<file path="config.mk">
export PLATFORM = sky130hd
export DESIGN_NAME = iram_port_arbiter
export DESIGN_NICKNAME = d
export VERILOG_FILES = /design/src/rtl/iram_arb_pkg.sv /design/src/rtl/iram_starve_ctr.sv /design/src/rtl/iram_port_arbiter.sv
export SDC_FILE = /design/constraint.sdc
export NUM_CORES = 1
export LEC_CHECK = 0
export CAP_MARGIN = 20
export CORE_AREA = 3 3 81 83
export DETAILED_ROUTE_END_ITERATION = 16
export DIE_AREA = 0 0 84 86
export PLACE_DENSITY = 0.79
export SETUP_SLACK_MARGIN = 0.05
export SLEW_MARGIN = 25
export SYNTH_ARGS = -nofsm -noshare
export SYNTH_HDL_FRONTEND = slang
export SYNTH_SLANG_ARGS = --single-unit
</file>
<file path="constraint.sdc">
create_clock -name clk -period 1.5 [get_ports clk]
set_input_delay 0.225 -clock clk [delete_from_list [all_inputs] [get_ports clk]]
set_output_delay 0.225 -clock clk [all_outputs]
set_load 0.1 [all_outputs]
</file>
<file path="src/rtl/iram_arb_pkg.sv">
// Shared types and widths for the instruction-RAM port arbiter.
package iram_arb_pkg;

  typedef enum logic {ARB, LOCK} arb_state_t;

  localparam int unsigned IRAM_DATA_W = 32;
  localparam int unsigned IRAM_STRB_W = 4;

endpackage

</file>
<file path="src/rtl/iram_starve_ctr.sv">
// Saturating count of consecutive loader cycles spent waiting; raises force_ld once the
// count reaches STARVE_MAX so the next loader access pre-empts fetch.
module iram_starve_ctr #(
  parameter int unsigned STARVE_MAX = 8
) (
  input  logic clk,
  input  logic rst_n,
  input  logic ld_req,
  input  logic ld_gnt,
  output logic force_ld
);

  localparam int unsigned CNT_W = (STARVE_MAX < 1) ? 1 : $clog2(STARVE_MAX + 1);
  localparam logic [CNT_W-1:0] CNT_MAX = CNT_W'(STARVE_MAX);

  logic [CNT_W-1:0] count;

  always_ff @(posedge clk or negedge rst_n) begin
    if (!rst_n) begin
      count <= '0;
    end else if (!ld_req || ld_gnt) begin
      count <= '0;
    end else if (count != CNT_MAX) begin
      count <= count + 1'b1;
    end
  end

  assign force_ld = (count == CNT_MAX);

endmodule

</file>
<file path="src/rtl/iram_port_arbiter.sv">
// Shares the single-port instruction RAM between CPU fetch (read-only) and the loader (read/write).
// Optional starvation guard for the loader is enabled by defining IRAM_ARB_STARVE_GUARD_EN.
module iram_port_arbiter
  import iram_arb_pkg::*;
#(
  parameter int unsigned ADDR_W     = 12,
  parameter int unsigned STARVE_MAX = 8
) (
  input  logic                   clk,
  input  logic                   rst_n,
  input  logic                   if_req,
  input  logic [ADDR_W-1:0]      if_addr,
  output logic                   if_gnt,
  output logic                   if_rvalid,
  output logic [IRAM_DATA_W-1:0] if_rdata,
  input  logic                   ld_req,
  input  logic [IRAM_STRB_W-1:0] ld_we,
  input  logic [ADDR_W-1:0]      ld_addr,
  input  logic [IRAM_DATA_W-1:0] ld_wdata,
  input  logic                   ld_lock,
  output logic                   ld_gnt,
  output logic                   ld_rvalid,
  output logic [IRAM_DATA_W-1:0] ld_rdata,
  output logic [IRAM_STRB_W-1:0] ram_wea,
  output logic [ADDR_W-1:0]      ram_addra,
  output logic [IRAM_DATA_W-1:0] ram_dina,
  input  logic [IRAM_DATA_W-1:0] ram_douta
);

  if (STARVE_MAX < 1) begin : g_starve_max_chk
    $error("iram_port_arbiter: STARVE_MAX must be at least 1");
  end

  arb_state_t state;
  logic       lock_mode;
  logic       force_ld;

`ifdef IRAM_ARB_STARVE_GUARD_EN
  iram_starve_ctr #(
    .STARVE_MAX(STARVE_MAX)
  ) u_starve_ctr (
    .clk     (clk),
    .rst_n   (rst_n),
    .ld_req  (ld_req),
    .ld_gnt  (ld_gnt),
    .force_ld(force_ld)
  );
`else
  assign force_ld = 1'b0;
`endif

  // The cycle ld_lock is seen low in LOCK is already arbitrated with fetch priority.
  assign lock_mode = (state == LOCK) && ld_lock;

  always_comb begin
    if_gnt = 1'b0;
    ld_gnt = 1'b0;
    if (rst_n) begin
      if (lock_mode) begin
        ld_gnt = ld_req;
      end else begin
        if_gnt = if_req & ~force_ld;
        ld_gnt = ld_req & (~if_req | force_ld);
      end
    end
  end

  always_ff @(posedge clk or negedge rst_n) begin
    if (!rst_n) begin
      state     <= ARB;
      if_rvalid <= 1'b0;
      ld_rvalid <= 1'b0;
    end else begin
      if_rvalid <= if_gnt;
      ld_rvalid <= ld_gnt & (ld_we == '0);
      unique case (state)
        ARB:     if (ld_gnt && ld_lock) state <= LOCK;
        LOCK:    if (!ld_lock)          state <= ARB;
        default:                        state <= ARB;
      endcase
    end
  end

  assign ram_wea   = ld_gnt ? ld_we : '0;
  assign ram_addra = ld_gnt ? ld_addr : if_addr;
  assign ram_dina  = ld_wdata;
  assign if_rdata  = ram_douta;
  assign ld_rdata  = ram_douta;

endmodule

</file>
==> run summary <==
status: finished with violations
failing checks: setup timing
Root Buffer: clkbuf_8
CP max stage cell: dfrtp_1
Max Fanout on Critical Path: 7
P per Cell Area: 685 nW/µm²
WL/cell: 12.5 µm
Synth Net Count: 221
antenna violations before repair: 0
drt drc: 0
final setup vio count: 17
skew final: 0.00268 ns
mapped cell area: 1050 µm²
Worst-path clk slew: 0.03 ns
GR Util All Layers: 5.36%
Sw Pwr: 0.000366 W
max cap viols: 0
TritonCTS clock tree: yes
post-synth top area share: 68.7%
Cells after Synth: 124
flops & latches, synth: 3
CTS buffer count: 3
Pwr Total: 0.000878 W
DR vias/cell: 3.30
first-pass GRT wire length: 3.00 mm
clock share of power: 27.6%
Data arrival, critical path: 1.52 ns
met3 wire length: 283 µm
CP top delay family: buffers and inverters
CP bufs+invs: 2
Int Power: 0.000512 W
Hold Buf Count CTS: 0
Setup CP Type: reg2out
worst setup margin: -0.244 ns
Met1 Wirelength: 659 µm
fin crit period: 1.74 ns
Antenna diodes: 0
largest net degree at the start of global routing: 8
Routed Antenna Nets: 0
Syn-to-layout area delta: 22.1%
top post-synthesis cells by area: buf_4 (69%), mux2_2 (8.6%), dfrtp_1 (7.2%)
sequential element share of the synthesized area: 7.15%
worst slew pin tran: 0.192 ns
Yosys top cell by area: buf_4
sequential power share: 9.9%
HPWL Detailed: 1.62 mm
Worst VDD drop: 0.000315 V
clock net sink count: 3
Final period util: 116%
combinational fraction of design power: 62.5%
DR pass1 iterations: 2
number of global-route vias before repair: 597
I/O pin count: 213
max_slew headroom: 87.1%
layout cells sized above 1: 55.7%
1st-iter DRT viols: 9
Crit. End Element: output port
critical path cell sequence: nand2_2 > a21oi_4 > clkbuf_16 > mux2_4 > buf_12
Rows: 28
Switching Fraction: 41.7%
PortBufs: 52
most frequent cells in the layout: clkdlybuf4s50_1 (28), buf_12 (21), mux2_4 (12)
Die Area: 7220 µm²
DR top layer: met4
worst-skew pair later-pin latency: 0.22 ns
Yosys warnings: 0
FMAX: 0.573 GHz
total grt overflow: 0
final number of max-transition violations: 0
max incr delay on CP: 0.35 ns
count of different cell masters after synthesis: 13
Hold Vio Cnt, Final: 0
Routed WL: 2.03 mm
die height: 86 µm
crit path launch type: flop
Hold WC Path Type: in2async
hold_ws: 0.0476 ns
DR vias: 538
RePlAce Congestion: 0.725
H-tree depth: 1
RSZ-0062 raised after global routing: true
syn avg cell area: 8.47 µm²
routed wl met2: 969 µm
Initial Util: 17.7%
buffer depth of the longest clock path: 2
Die W: 84 µm
cell leakage power: 0.533 nW
Critical Path RT: 1.27 ns
core area: 5920 µm²
Nets: 186
commonest non-fill, non-tap cell in the layout: clkdlybuf4s50_1
power by group through the flow:
stage	sequential, W	clock, W	combinational [W]
final	0.0000868	0.000242	0.000549
after global routing	0.0000870	0.000263	0.000563
after CTS	0.0000868	0.000255	0.000554
after detailed placement	0.0000877	0	0.000531
after global placement	0.0000879	0	0.000529
after floorplan	0.0000989	0	0.00149
path summary, 6_finish.rpt:
kind                       slack (ns)                  end            start  depth (start not counted)
max in group asynchronous        1.35  ld_rvalid$_DFF_PN0_            rst_n                          2
max reg2reg                      0.39  ld_rvalid$_DFF_PN0_  state$_DFF_PN0_                          5
min                              0.05      state$_DFF_PN0_            rst_n                          2
min in group clk                 0.38      state$_DFF_PN0_          ld_lock                          2
max                             -0.24         ram_addra[8]  state$_DFF_PN0_                          5
min reg2reg                      0.50      state$_DFF_PN0_  state$_DFF_PN0_                          1
timing repair:
item,in CTS,in global routing
setup buffers,1,0
gates cloned,1,0
resized for setup,16,1
pin swaps,3,1
endpoints found under the setup margin,18,17
hold endpoints to repair,0,0
state kept, by name, summed over array words and instances (netlist names):
register   flops
ld_rvalid      1
if_rvalid      1
state          1
cells by family (layout without fill, tap and decap cells):
| kind of cell | count (synthesis) | after routing | share of synthesized area, % |
|---|---|---|---|
| AOI/OAI and AO/OA | 2 | 2 | 2.27 |
| buffers and inverters | 97 | 61 | 70.1 |
| DFF | 3 | 3 | 7.15 |
| muxes | 12 | 12 | 14.3 |
| and+or+nand+nor | 10 | 10 | 6.20 |
metal layers:
metal	track usage, %	vias up
li1	-	220
met1	5.36	235
met2	7.09	58
met3	3.07	25
met4	6.43	0
met5	0	-
cell type report:
type                       instances  area, µm²
tap                               75       93.8
multi-input combinational         24        277
sequential                         3       75.1
fill                             616       4640
timing repair buffer              57        791
clock buffer                       4       45.0
metrics by stage:
stage	TNS, ns	area, µm²	std cells	worst slack (ns)	utilization, %
floorplan	-0.349	1060	124	-0.0871	-
global placement	-5.66	1170	157	-0.392	19.7
detailed placement	-5.64	1170	157	-0.387	19.7
CTS	-4.62	1280	163	-0.309	21.7
global route	-4.32	1280	163	-0.302	21.6
finish	-3.36	1280	163	-0.244	21.6
worst register-to-register path, cell delays in order, from the launching register on:
cell and delay (ns):
dfrtp_1 0.38, nand2_2 0.09, a21oi_4 0.08, clkbuf_16 0.17
buf_6 0.12, and2_2 0.16
synth_stat cells:
master and n:
nor2_1 1, and3_2 1, buf_8 1, mux2_2 8, nand2_1 1, and2_2 5
mux2_4 4, dfrtp_1 3, nand2_2 1, a21oi_4 1, nor4_1 1, o21a_1 1
buf_4 96
No activity file was read; power rests on OpenSTA's default activity.
